[src/rtl/mem_arbiter_n_if.sv]
// Request/response and byte-serial RAM bus bundle for mem_arbiter_n.
// "master" is the requester/RAM side; "slave" is the arbiter.
interface mem_arbiter_n_if #(
  parameter int unsigned NUM_PORTS  = 3,
  parameter int unsigned ADDR_WIDTH = 32
);
  logic [NUM_PORTS-1:0]            req_valid;
  logic [NUM_PORTS-1:0]            req_rw;
  logic [NUM_PORTS*ADDR_WIDTH-1:0] req_addr;
  logic [NUM_PORTS*3-1:0]          req_len;
  logic [NUM_PORTS*32-1:0]         req_wdata;
  logic [NUM_PORTS-1:0]            req_cancel;
  logic [NUM_PORTS-1:0]            grant;
  logic [NUM_PORTS-1:0]            done;
  logic [31:0]                     rdata;
  logic                            busy;
  logic [7:0]                      ram_data_i;
  logic [7:0]                      ram_data_o;
  logic [31:0]                     ram_addr;
  logic                            ram_rw_sel;
  logic                            io_buffer_full;

  modport master (
    output req_valid, req_rw, req_addr, req_len, req_wdata, req_cancel,
    output ram_data_i, io_buffer_full,
    input  grant, done, rdata, busy, ram_data_o, ram_addr, ram_rw_sel
  );

  modport slave (
    input  req_valid, req_rw, req_addr, req_len, req_wdata, req_cancel,
    input  ram_data_i, io_buffer_full,
    output grant, done, rdata, busy, ram_data_o, ram_addr, ram_rw_sel
  );
endinterface

[src/rtl/mem_arbiter_n.sv]
// N-port arbiter onto the byte-serial RAM/IO bus: 1/2/4-byte little-endian
// transfers, fixed or round-robin arbitration, UART throttling, read cancel.
module mem_arbiter_n #(
  parameter int unsigned NUM_PORTS  = 3,
  parameter int unsigned ARB_MODE   = 0,
  parameter int unsigned ADDR_WIDTH = 32
) (
  input  logic           clk,
  input  logic           rst,
  input  logic           rdy,
  mem_arbiter_n_if.slave bus
);
  localparam int unsigned OW = $clog2(NUM_PORTS);

  typedef enum logic [1:0] {S_IDLE, S_READ, S_WRITE, S_IO_WAIT} state_t;

  state_t                state, state_nxt;
  logic [OW-1:0]         rr_ptr, rr_ptr_nxt;
  logic [NUM_PORTS-1:0]  grant_q, grant_nxt;
  logic [NUM_PORTS-1:0]  done_q, done_nxt;
  logic [31:0]           rdata_q, rdata_nxt;
  logic [31:0]           ram_addr_q, ram_addr_nxt;
  logic [7:0]            ram_data_q, ram_data_nxt;
  logic                  rw_sel_q, rw_sel_nxt;
  logic [2:0]            cnt, cnt_nxt;
  logic [ADDR_WIDTH-1:0] lat_addr, lat_addr_nxt;
  logic [2:0]            lat_len, lat_len_nxt;
  logic [31:0]           lat_wdata, lat_wdata_nxt;

  logic [ADDR_WIDTH-1:0] p_addr  [NUM_PORTS];
  logic [2:0]            p_len   [NUM_PORTS];
  logic [31:0]           p_wdata [NUM_PORTS];

  for (genvar g = 0; g < NUM_PORTS; g++) begin : g_unpack
    assign p_addr[g]  = bus.req_addr[g*ADDR_WIDTH +: ADDR_WIDTH];
    assign p_len[g]   = bus.req_len[g*3 +: 3];
    assign p_wdata[g] = bus.req_wdata[g*32 +: 32];
  end

  function automatic logic [2:0] norm_len(input logic [2:0] l);
    case (l)
      3'd1:    return 3'd1;
      3'd2:    return 3'd2;
      default: return 3'd4;
    endcase
  endfunction

  logic [NUM_PORTS-1:0] eligible;
  logic                 win_found;
  logic [OW-1:0]        win_idx;
  logic [OW-1:0]        cand;
  logic                 win_rw, win_io, accept, is_io, cancel_own;
  logic [1:0]           rbyte, wbyte;

  // Scan downwards so the last hit (lowest index / nearest after rr_ptr) wins.
  always_comb begin
    eligible  = bus.req_valid & ~bus.req_cancel;
    win_found = 1'b0;
    win_idx   = '0;
    cand      = '0;
    if (ARB_MODE == 0) begin
      for (int unsigned i = NUM_PORTS; i > 0; i--) begin
        if (eligible[OW'(i-1)]) begin
          win_found = 1'b1;
          win_idx   = OW'(i-1);
        end
      end
    end else begin
      for (int unsigned k = NUM_PORTS; k > 0; k--) begin
        cand = OW'((32'(rr_ptr) + k) % NUM_PORTS);
        if (eligible[cand]) begin
          win_found = 1'b1;
          win_idx   = cand;
        end
      end
    end
  end

  assign win_rw     = bus.req_rw[win_idx];
  assign win_io     = (p_addr[win_idx][17:16] == 2'b11);
  assign accept     = (state == S_IDLE) && win_found && (done_q == '0);
  assign is_io      = (lat_addr[17:16] == 2'b11);
  assign cancel_own = |(bus.req_cancel & grant_q);
  assign rbyte      = 2'(cnt - 3'd2);
  assign wbyte      = cnt[1:0];

  always_ff @(posedge clk) begin
    if (rst) begin
      state      <= S_IDLE;
      rr_ptr     <= OW'(NUM_PORTS-1);
      grant_q    <= '0;
      done_q     <= '0;
      rdata_q    <= '0;
      ram_addr_q <= '0;
      ram_data_q <= '0;
      rw_sel_q   <= 1'b0;
      cnt        <= '0;
      lat_addr   <= '0;
      lat_len    <= '0;
      lat_wdata  <= '0;
    end else if (rdy) begin
      state      <= state_nxt;
      rr_ptr     <= rr_ptr_nxt;
      grant_q    <= grant_nxt;
      done_q     <= done_nxt;
      rdata_q    <= rdata_nxt;
      ram_addr_q <= ram_addr_nxt;
      ram_data_q <= ram_data_nxt;
      rw_sel_q   <= rw_sel_nxt;
      cnt        <= cnt_nxt;
      lat_addr   <= lat_addr_nxt;
      lat_len    <= lat_len_nxt;
      lat_wdata  <= lat_wdata_nxt;
    end
  end

  always_comb begin
    state_nxt = state;
    unique case (state)
      S_IDLE:    if (accept) state_nxt = win_rw ? S_WRITE : S_READ;
      S_READ:    if (cancel_own || cnt == lat_len + 3'd1) state_nxt = S_IDLE;
      S_WRITE: begin
        if (cnt == lat_len)                     state_nxt = S_IDLE;
        else if (is_io && !bus.io_buffer_full)  state_nxt = S_IO_WAIT;
      end
      S_IO_WAIT: state_nxt = S_WRITE;
      default:   state_nxt = S_IDLE;
    endcase
  end

  // cnt is the index of the upcoming edge in READ and the bytes issued in WRITE.
  always_comb begin
    grant_nxt     = grant_q;
    done_nxt      = '0;
    rdata_nxt     = rdata_q;
    ram_addr_nxt  = ram_addr_q;
    ram_data_nxt  = ram_data_q;
    rw_sel_nxt    = 1'b0;
    cnt_nxt       = cnt;
    lat_addr_nxt  = lat_addr;
    lat_len_nxt   = lat_len;
    lat_wdata_nxt = lat_wdata;
    rr_ptr_nxt    = rr_ptr;
    unique case (state)
      S_IDLE: begin
        grant_nxt = '0;
        if (accept) begin
          grant_nxt[win_idx] = 1'b1;
          rr_ptr_nxt         = win_idx;
          lat_addr_nxt       = p_addr[win_idx];
          lat_len_nxt        = norm_len(p_len[win_idx]);
          lat_wdata_nxt      = p_wdata[win_idx];
          rdata_nxt          = '0;
          ram_addr_nxt       = 32'(p_addr[win_idx]);
          cnt_nxt            = 3'd1;
          if (win_rw) begin
            if (win_io) begin
              cnt_nxt = 3'd0;
            end else begin
              ram_data_nxt = p_wdata[win_idx][7:0];
              rw_sel_nxt   = 1'b1;
            end
          end
        end
      end
      S_READ: begin
        if (cancel_own) begin
          grant_nxt = '0;
        end else begin
          if (cnt < lat_len)   ram_addr_nxt = 32'(lat_addr + ADDR_WIDTH'(cnt));
          if (cnt >= 3'd2)     rdata_nxt[{rbyte, 3'b000} +: 8] = bus.ram_data_i;
          if (cnt == lat_len + 3'd1) done_nxt = grant_q;
          cnt_nxt = cnt + 3'd1;
        end
      end
      S_WRITE: begin
        if (cnt == lat_len) begin
          done_nxt = grant_q;
        end else if (!is_io || !bus.io_buffer_full) begin
          ram_addr_nxt = 32'(lat_addr + ADDR_WIDTH'(cnt));
          ram_data_nxt = lat_wdata[{wbyte, 3'b000} +: 8];
          rw_sel_nxt   = 1'b1;
          cnt_nxt      = cnt + 3'd1;
        end
      end
      default: begin
      end
    endcase
  end

  assign bus.grant      = grant_q;
  assign bus.done       = done_q;
  assign bus.rdata      = rdata_q;
  assign bus.busy       = (state != S_IDLE);
  assign bus.ram_addr   = ram_addr_q;
  assign bus.ram_data_o = ram_data_q;
  assign bus.ram_rw_sel = rw_sel_q;
endmodule
[src/flat_wrapper.sv]
// flat-port wrapper written by rule: the top's interface ports become plain ports
module mem_arbiter_n_flat 
#(
  parameter int unsigned NUM_PORTS  = 3,
  parameter int unsigned ARB_MODE   = 0,
  parameter int unsigned ADDR_WIDTH = 32
)
  (clk, rst, rdy, bus_req_valid, bus_req_rw, bus_req_addr, bus_req_len, bus_req_wdata, bus_req_cancel, bus_ram_data_i, bus_io_buffer_full, bus_grant, bus_done, bus_rdata, bus_busy, bus_ram_data_o, bus_ram_addr, bus_ram_rw_sel);
  mem_arbiter_n_if #(.NUM_PORTS(NUM_PORTS), .ADDR_WIDTH(ADDR_WIDTH)) bus_i ();
  input  logic clk;
  input  logic rst;
  input  logic rdy;
  input wire logic [$bits(bus_i.req_valid)-1:0] bus_req_valid;
  input wire logic [$bits(bus_i.req_rw)-1:0] bus_req_rw;
  input wire logic [$bits(bus_i.req_addr)-1:0] bus_req_addr;
  input wire logic [$bits(bus_i.req_len)-1:0] bus_req_len;
  input wire logic [$bits(bus_i.req_wdata)-1:0] bus_req_wdata;
  input wire logic [$bits(bus_i.req_cancel)-1:0] bus_req_cancel;
  input wire logic [$bits(bus_i.ram_data_i)-1:0] bus_ram_data_i;
  input wire logic [$bits(bus_i.io_buffer_full)-1:0] bus_io_buffer_full;
  output wire logic [$bits(bus_i.grant)-1:0] bus_grant;
  output wire logic [$bits(bus_i.done)-1:0] bus_done;
  output wire logic [$bits(bus_i.rdata)-1:0] bus_rdata;
  output wire logic [$bits(bus_i.busy)-1:0] bus_busy;
  output wire logic [$bits(bus_i.ram_data_o)-1:0] bus_ram_data_o;
  output wire logic [$bits(bus_i.ram_addr)-1:0] bus_ram_addr;
  output wire logic [$bits(bus_i.ram_rw_sel)-1:0] bus_ram_rw_sel;
  assign bus_i.req_valid = bus_req_valid;
  assign bus_i.req_rw = bus_req_rw;
  assign bus_i.req_addr = bus_req_addr;
  assign bus_i.req_len = bus_req_len;
  assign bus_i.req_wdata = bus_req_wdata;
  assign bus_i.req_cancel = bus_req_cancel;
  assign bus_i.ram_data_i = bus_ram_data_i;
  assign bus_i.io_buffer_full = bus_io_buffer_full;
  assign bus_grant = bus_i.grant;
  assign bus_done = bus_i.done;
  assign bus_rdata = bus_i.rdata;
  assign bus_busy = bus_i.busy;
  assign bus_ram_data_o = bus_i.ram_data_o;
  assign bus_ram_addr = bus_i.ram_addr;
  assign bus_ram_rw_sel = bus_i.ram_rw_sel;
  mem_arbiter_n #(.NUM_PORTS(NUM_PORTS), .ARB_MODE(ARB_MODE), .ADDR_WIDTH(ADDR_WIDTH)) u_core (.clk(clk), .rst(rst), .rdy(rdy), .bus(bus_i));
endmodule
[config.mk]
export PLATFORM = sky130hd
export DESIGN_NAME = mem_arbiter_n_flat
export DESIGN_NICKNAME = d
export VERILOG_FILES = /design/src/rtl/mem_arbiter_n_if.sv /design/src/rtl/mem_arbiter_n.sv /design/src/flat_wrapper.sv
export SDC_FILE = /design/constraint.sdc
export NUM_CORES = 1
export LEC_CHECK = 0
export CAP_MARGIN = 20
export CORE_MARGIN = 2
export CORE_UTILIZATION = 40
export CTS_CLUSTER_DIAMETER = 50
export DETAILED_ROUTE_END_ITERATION = 10
export HOLD_SLACK_MARGIN = 0.03
export PLACE_DENSITY = 0.74
export SLEW_MARGIN = 25
export SYNTH_ARGS = -nofsm -noshare
export SYNTH_HDL_FRONTEND = slang
export SYNTH_SLANG_ARGS = --single-unit
[constraint.sdc]
create_clock -name clk -period 2.89 [get_ports clk]
set_clock_uncertainty 0.15 [all_clocks]
set_input_delay 0.578 -clock clk [delete_from_list [all_inputs] [get_ports clk]]
set_output_delay 0.578 -clock clk [all_outputs]
set_load 0.02 [all_outputs]
* Word level (Yosys, flattened, before mapping)
Index checks and enable logic that the tools add are counted.
** Operators by class
- Add/sub/neg operators :: 5
- $mul :: 0
- Div/mod/pow operators :: 0
- Order comparisons :: 5
- Equality and inequality tests :: 20
- Shifts and indexed selects :: 3
- Mux-type cells :: 63
- Bitwise operators :: 4
- Reductions and logical operators :: 22
** Operators by type and width (number)
- $mux W32 :: 12
- $bmux W32 S2 :: 2
- $pmux W32 S3 :: 1
- $pmux W32 S2 :: 1
- $mux W8 :: 5
- $mux W3 :: 12
- $add A32 B3 Y32 :: 1
- $bwmux W32 :: 1
- $shift A8 B7 Y32 const A :: 1
- $shiftx A32 B6 Y8 :: 1
- $shiftx A8 B7 Y32 :: 1
- $pmux W3 S2 :: 3
- $mux W2 :: 8
- $pmux W8 S2 :: 1
- $ne A2 B1 Y1 const B :: 7
- $reduce_and A7 Y1 :: 2
- $mux W1 :: 11
- $pmux W3 S3 :: 1
- $eq A2 B2 Y1 const B :: 4
- $pmux W2 S4 :: 1
- $neg A5 Y7 :: 1
- $add A3 B1 Y3 const B :: 2
- $and A3 B3 Y3 :: 2
- $bmux W3 S2 :: 1
- other kinds (29) :: 40
** Word-level totals
- Flip-flop bits (word level) :: 151
- Bits in latches :: 0
- RAM bits :: 0
- Memory bits (read-only) :: 0
- Input bits :: 222
- Output and inout port bits :: 80
- Logic and storage cells :: 133
- Memories kept :: 0

* Longest topological paths before layout
Gate-level depths: netlist (run 1).
- Depth in word-level cells :: 14
- Mapped depth :: 12

* Worst setup path before layout (run 1)
OpenSTA, ideal clock, no wires.
- Kind :: register -> register
- Start :: register u_core.cnt[0]
- End :: register u_core.ram_addr_q[27] (netlist: u_core.bus.ram_addr[27])
- Data arrival time :: 2.807 ns
- Data required time :: 2.667 ns
- Setup slack :: -0.140 ns
- Stages on the path, launching flop included :: 11
- Buffers on the path :: 2
- Period minus slack after synthesis :: 3.030 ns
- Path through :: dfxtp_1 -> buf_1 -> inv_1 -> ha_1 -> and3_1 -> o21ai_0 -> o2111a_1 -> buf_4 -> nand2_2 -> or4_2 -> o211ai_2
** On the way
- Longest elaborated chain between the ends :: 4
- Elaborated cells between the ends (all ways) :: 11
- Those cells by class :: add/sub: 1; order compare: 1; eq/ne: 3; mux: 5; reduce/logical: 1
** RTL lines
- start: declaration :: RTL line mem_arbiter_n.sv:25 : logic [2:0] cnt, cnt_nxt;
- start signal: assignment :: RTL line mem_arbiter_n.sv:110 : cnt <= cnt_nxt;
- $add A32 B3 Y32 :: RTL line mem_arbiter_n.sv:170, mem_arbiter_n.sv:180
- $mux W32, on equally long branches :: RTL line mem_arbiter_n.sv:179, mem_arbiter_n.sv:170
- $mux W32, on equally long branches :: RTL line mem_arbiter_n.sv:177, mem_arbiter_n.sv:167
- $pmux W32 S3 :: RTL line mem_arbiter_n.sv:144 : unique case (state)
- end signal: assignment :: RTL line mem_arbiter_n.sv:107 : ram_addr_q <= ram_addr_nxt;
- end: declaration :: RTL line mem_arbiter_n.sv:22 : logic [31:0] ram_addr_q, ram_addr_nxt;
Several ways; a longest one is shown, not always the timed one. The select of a mux whose other input is x is not followed.
A chain may end at the register's enable or synchronous reset.

* Worst setup path in the final report (run 1)
- Start :: register u_core.state[0]
- End :: output port bus_busy
** On the way
- Longest elaborated chain between the ends :: 1
** RTL lines
- start: declaration :: RTL line mem_arbiter_n.sv:17 : state_t state, state_nxt;
- start signal: assignment :: RTL line mem_arbiter_n.sv:102 : state <= state_nxt;
- $reduce_bool A2 Y1 :: RTL line mem_arbiter_n.sv:194 : assign bus.busy = (state != S_IDLE);
- end: declaration :: RTL line flat_wrapper.sv:24 : output wire logic [$bits(bus_i.busy)-1:0] bus_busy;
Every way passes these cells.

==> results of run 1 <==
[cell type report]
class,instances,area (sq um),share of cell area [%]
clock inverters,15,170,1.39
multi-input cells,690,4520,36.8
diodes,1,2.50,0.0204
inverters,13,48.8,0.397
repair buffers,390,3770,30.7
well taps,265,332,2.70
flip-flops and latches,151,3020,24.6
clock buffers,17,425,3.46
[state kept, by name (all words and copies together) (netlist names)]
| register | count |
|---|---|
| u_core.state | 2 |
| u_core.cnt | 3 |
| u_core.bus.ram_data_o | 8 |
| u_core.bus.done | 3 |
| u_core.lat_addr | 32 |
| u_core.bus.ram_addr | 32 |
| u_core.bus.grant | 3 |
| u_core.lat_len | 3 |
| u_core.bus.ram_rw_sel | 1 |
| u_core.bus.rdata | 32 |
| u_core.lat_wdata | 32 |
[power by group]
part	internal [uW]	switching, uW
clock	1290	950
sequential	2430	290
combinational	1500	1870
[synthesized netlist by cell type, types with 4 or more instances]
cell type / number / share of area [%]
dfxtp_1: 151 / 38
nand2_1: 102 / 4.8
nor2_1: 100 / 4.7
a21oi_1: 77 / 4.9
a211oi_1: 66 / 6.3
a222oi_1: 64 / 8.1
nand3_1: 56 / 3.5
clkbuf_1: 53 / 2.5
o211ai_1: 24 / 2.3
xor2_1: 19 / 2.1
ha_1: 16 / 2.5
nor3_1: 16 / 1.0
o21ai_0: 16 / 1.0
buf_1: 14 / 0.66
inv_1: 11 / 0.52
xnor2_1: 10 / 1.1
mux4_2: 8 / 2.3
nand4_1: 8 / 0.63
nor4_1: 7 / 0.55
o41ai_1: 7 / 0.77
buf_2: 6 / 0.38
nand2b_1: 6 / 0.47
nor2b_1: 6 / 0.47
or3_1: 6 / 0.47
a21o_1: 5 / 0.47
a31oi_1: 5 / 0.40
a211o_1: 4 / 0.44
and3_1: 4 / 0.32
clkbuf_8: 4 / 0.70
mux2_2: 4 / 0.57
[through the flow]
stage	TNS, ns	total power, uW	utilization, %	cells
after floorplan	0	4650	-	934
after global placement	-1.05	6030	60.0	1509
final	0	8330	63.1	1542
after CTS	0	8320	63.1	1541
after detailed placement	-3.37	6080	60.0	1509
after global routing	0	8740	63.1	1541
[worst min-delay path by stage]
stage | to | depth (start not counted) | start | slack, ns
after detailed placement | u_core.bus.rdata[28] | 2 | u_core.bus.rdata[28] | 0.29
after CTS | u_core.bus.ram_addr[14] | 2 | rst | 0.25
after global placement | u_core.bus.rdata[29] | 2 | u_core.bus.rdata[29] | 0.29
final | u_core.bus.ram_addr[14] | 2 | rst | 0.26
after floorplan | u_core.lat_len[1] | 2 | u_core.lat_len[1] | 0.30
after global routing | u_core.bus.ram_addr[14] | 2 | rst | 0.26
[metal layers]
metal | vias to the layer above | part of all wire (%)
li1 | 4247 | -
met1 | 4126 | 41
met2 | 427 | 49
met3 | 47 | 7.6
met4 | 0 | 2.4
met5 | - | 0
[repair_timing]
| action | CTS | global route |
|---|---|---|
| endpoints found under the setup margin | 0 | 3 |
| resized for setup | 0 | 2 |
| hold endpoints to repair | 0 | 0 |
[worst max-delay path: cells and delay by family, from the launching register on]
family	cells	cell delay (ns)
fa+ha+maj	1	0.24
flops	1	0.36
buf+inv	4	1.01
[cells by family (layout without fill, tap and decap cells)]
group / after synthesis / in the layout / synth area share [%]
adder cells (fa/ha/maj): 17 / 17 / 2.78
AO/OA/AOI/OAI: 294 / 294 / 27.5
AND/OR/NAND/NOR: 335 / 335 / 20.0
XOR/XNOR: 29 / 29 / 3.21
multiplexers: 15 / 15 / 3.22
flip-flops: 151 / 151 / 38.2
other: 0 / 1 / 0
buffers and inverters: 93 / 435 / 5.20
==> impl_metrics.ini, run 1 <==
[timing]
tightestPinTransition_ns = 0.654
setup_viol = 0
min_period_over_period_pct = 95.8
slew_headroom_pct = 56.1
rsz0062_at_grt = false
hold_viol_final = 0
fmax_mhz = 361
whs_ns = 0.264
fin_crit_ns = 2.77
drv_slew = 0
final.setup.worst_slack_ns = 0.121

[min_path]
hold_path_class = primary input to register

[setup_path]
r2r-end = u_core.bus.ram_addr[30]
critical_path.startpoint = u_core.state[0]
arrival_ns = 2.04
cp.required_ns = 2.16
slowest_delay_ns = 0.64
path_cells = inv_1 -> ha_1 -> buf_4 -> inv_1 -> clkdlybuf4s50_1
cp-start-kind = register
r2r_start = u_core.cnt[0]
worstPathMaxFanout = 5
r2r_slack_ns = 0.26
crit_top_cell = inv_1
crit_type = register to output port
crit_path_end_kind = output port
crit_path_end = bus_busy
ff2ff_path_depth = 8
slowest_stage = clkdlybuf4s50_1

[flow_run]
drv_cap = 0

[synth]
ys_ff_latch = 151
synthesis.nets = 1173
async_flop_share_pct = 0
yosys_warnings = 0
synth-edff-count = 0
netlist_instances = 934
ys_types = 72
mappedNetlistArea_sq_mm = 0.00792
avgSynthCellArea_sq_um = 8.48
synth_sequential_area_ratio_pct = 38.2
yosys_most_used_dff = dfxtp_1

[final_layout]
drive_above_1_share_pct = 12.2
synthToLayoutAreaGrowth_pct = 55.1
stdcell_area_sq_mm = 0.0123
mostFrequentLayoutCells = clkdlybuf4s50_1 (300), dfxtp_1 (150), nand2_1 (102)
fillers = 1661
final_common_cell = clkdlybuf4s50_1
nNetsFinal = 1502

[clocking]
cts_buffers = 17
cts_setup_buffers = 0
cts_hold_buf = 0
clk_latency_ns = 0.42
cts_sinks = 151
cts_root_buf = clkbuf_16
cts_buffer_depth = 2
htreeDepth = 4
clk_pin_slew_ns = 0.06
cts_tree = yes

[routing]
drc = 0
wire_per_inst_microns = 18.8
ant_nets = 0
num_vias = 8847
vias_per_cell = 5.74
routed_wl_microns = 28900
drt_iter0_markers = 927
drtPass1Iterations = 9

[global_routing]
globalRouteMet2Util_pct = 46.1
grt_use_met1_pct = 34.5
grt.overflow.total = 0
antenna_found_initial = 0
met3_usage_pct = 5.03
grt_busiest_layer = met2
first_global_vias = 8164
grtUsageTotal_pct = 27.1
grt_pass1_wl_microns = 43600
grt_max_degree = 67

[pwr]
vdd_drop_max_mv = 0.413
p_leak_uw = 0.00448
pwr_density_cell_mw_per_mm2 = 678

[floorplanning]
rows = 51
dieArea_sq_mm = 0.0209
die_y_microns = 145
start_util_pct = 40.7
core_sq_mm = 0.0195
die_x_microns = 145
io_pins = 302

[placement]
placed_cell_area_sq_mm = 0.0117
io_buffer_count = 301
dp_hpwl_microns = 22300
pre_cts_ws_ns = -0.217
place.gp.congestion = 0.913

[run_status]
outcome = completed
(Power assumes the default switching activity.)
==> inputs of run 2 (changes only) <==
CELL_PAD_IN_SITES_DETAIL_PLACEMENT = 0   (was default)
CELL_PAD_IN_SITES_GLOBAL_PLACEMENT = 2   (was default)
CORE_UTILIZATION = 22   (was 40)
PLACE_DENSITY = 0.72   (was 0.74)
SKIP_LAST_GASP = 1   (was default)
==> impl_metrics.ini, run 2 (synthesis gave the netlist of run 1 again) <==
[pwr]
vdd_drop_max_mv = 0.468
p_leak_uw = 0.00457
power_uw = 8450
pwr_density_cell_mw_per_mm2 = 670

[routing]
routed_wl_microns = 33800
drtPass1Iterations = 7
drc = 0
ant_nets = 0
wire_per_inst_microns = 19.3
num_vias = 8678
drt_iter0_markers = 730
vias_per_cell = 4.95

[clocking]
cts_root_buf = clkbuf_16
cts_buffers = 17
post_cts_resized = 0
cts_setup_buffers = 0
cts_tree = yes
clk_pin_slew_ns = 0.07
htreeDepth = 4
clk_latency_ns = 0.43
cts_sinks = 151
cts_hold_buf = 0
cts_buffer_depth = 2

[timing]
drv_slew = 0
tightestPinTransition_ns = 0.732
fin_crit_ns = 2.81
rsz0062_at_grt = false
slew_headroom_pct = 50.9
min_period_over_period_pct = 97.1
hold_viol_final = 0
setup_viol = 0
fin_tns_setup_ns = 0
fmax_mhz = 356

[global_routing]
grt_pass1_wl_microns = 51200
grtUsageTotal_pct = 17.5
grt.overflow.total = 0
grt_max_degree = 113
antenna_found_initial = 0
first_global_vias = 8621

[setup_path]
crit_type = primary input to register
crit_top_cell = buf_4
ff2ff_path_depth = 8
r2r_slack_ns = 0.20
path_cells = clkdlybuf4s50_1 -> nor2b_1 -> buf_4 -> nor2_4 -> buf_12 -> a222oi_1 -> buf_4 -> nor2_1 -> a31oi_1 -> o31ai_1
slowest_delay_ns = 0.57
cp.required_ns = 3.03
slowest_stage = a222oi_1
r2r-end = u_core.bus.ram_addr[24]
worstPathMaxFanout = 34
crit_path_end_kind = register
r2r_start = u_core.cnt[0]
arrival_ns = 2.95
cp-start-kind = primary input

[floorplanning]
die_x_microns = 194
start_util_pct = 22.3
rows = 69
die_y_microns = 194
core_sq_mm = 0.0355
io_pins = 302
dieArea_sq_mm = 0.0375

[final_layout]
mostFrequentLayoutCells = clkdlybuf4s50_1 (299), dfxtp_1 (151), nand2_1 (102)
fillers = 3666
drive_above_1_share_pct = 13.2
multi_input_area_sq_mm = 0.00452
synthToLayoutAreaGrowth_pct = 59.4
regArea_sq_mm = 0.00302
final_common_cell = clkdlybuf4s50_1
antenna_cells = 0
nNetsFinal = 1518

[run_status]
outcome = completed

[flow_run]
drv_cap = 0

[min_path]
whs_path_depth = 2
hold_path_class = register to register
hold_start = u_core.bus.ram_addr[24]
holdPathEnd = u_core.bus.ram_addr[24]

[placement]
dp_hpwl_microns = 26300
place.gp.congestion = 0.832
io_buffer_count = 301
run 2: how the worst max path moves through the flow:
| stage | start | end | slack (ns) | depth (start not counted) |
|---|---|---|---|---|
| after global placement | bus_req_valid[0] | u_core.bus.ram_addr[24] | -0.34 | 11 |
| after floorplan | u_core.cnt[0] | u_core.bus.ram_addr[27] | 0.1 | 10 |
| after global routing | u_core.cnt[0] | u_core.bus.ram_addr[30] | 0.01 | 8 |
| after detailed placement | bus_req_valid[0] | u_core.bus.ram_addr[24] | -0.34 | 11 |
| after CTS | u_core.state[0] | bus_busy | 0.02 | 5 |
| final | bus_req_valid[0] | u_core.bus.ram_addr[29] | 0.08 | 10 |
run 2: worst max-delay path, delay by kind of cell:
family	cells	cell delay (ns)
buffers and inverters	4	1.06
AOI/OAI and AO/OA	3	0.96
and+or+nand+nor	3	0.32
run 2: where the power goes:
group	switching [uW]	internal [uW]	total, uW	leakage (uW)
logic	1980	1550	3530	0.00306
clock network	994	1210	2200	0.000277
registers	293	2430	2720	0.00123
total	3270	5180	8450	0.00457
run 2: stage by stage:
step / utilization (%) / cell area, sq um / hold slack [ns] / cells / setup WS [ns]
6_report: 35.6 / 12600 / 0.301 / 1753 / 0.0827
5_1_grt: 35.6 / 12600 / 0.324 / 1753 / 0.0106
4_1_cts: 35.5 / 12600 / 0.302 / 1753 / 0.0248
3_5_place_dp: 33.9 / 12000 / 0.295 / 1721 / -0.341
3_3_place_gp: 33.9 / 12000 / 0.290 / 1721 / -0.342
2_1_floorplan: - / 7920 / 0.299 / 934 / 0.0986
run 2: final cells by class:
cell class,instances,share of cell area (%)
tap,461,4.57
multi-input combinational,690,35.8
sequential,151,24.0
inverter,13,0.387
clock inverter,15,1.12
timing repair buffer,406,30.8
clock buffer,17,3.37
run 2: per-layer routing:
metal / wire length [microns] / part of all wire, % / global-route usage (%) / up-vias
met1: 15200 / 45 / 22.6 / 4097
met3: 1960 / 5.8 / 3.39 / 18
met2: 16300 / 48 / 29.9 / 290
met4: 376 / 1.1 / 4.21 / 0
li1: - / - / - / 4273
met5: 0 / 0 / 0 / -
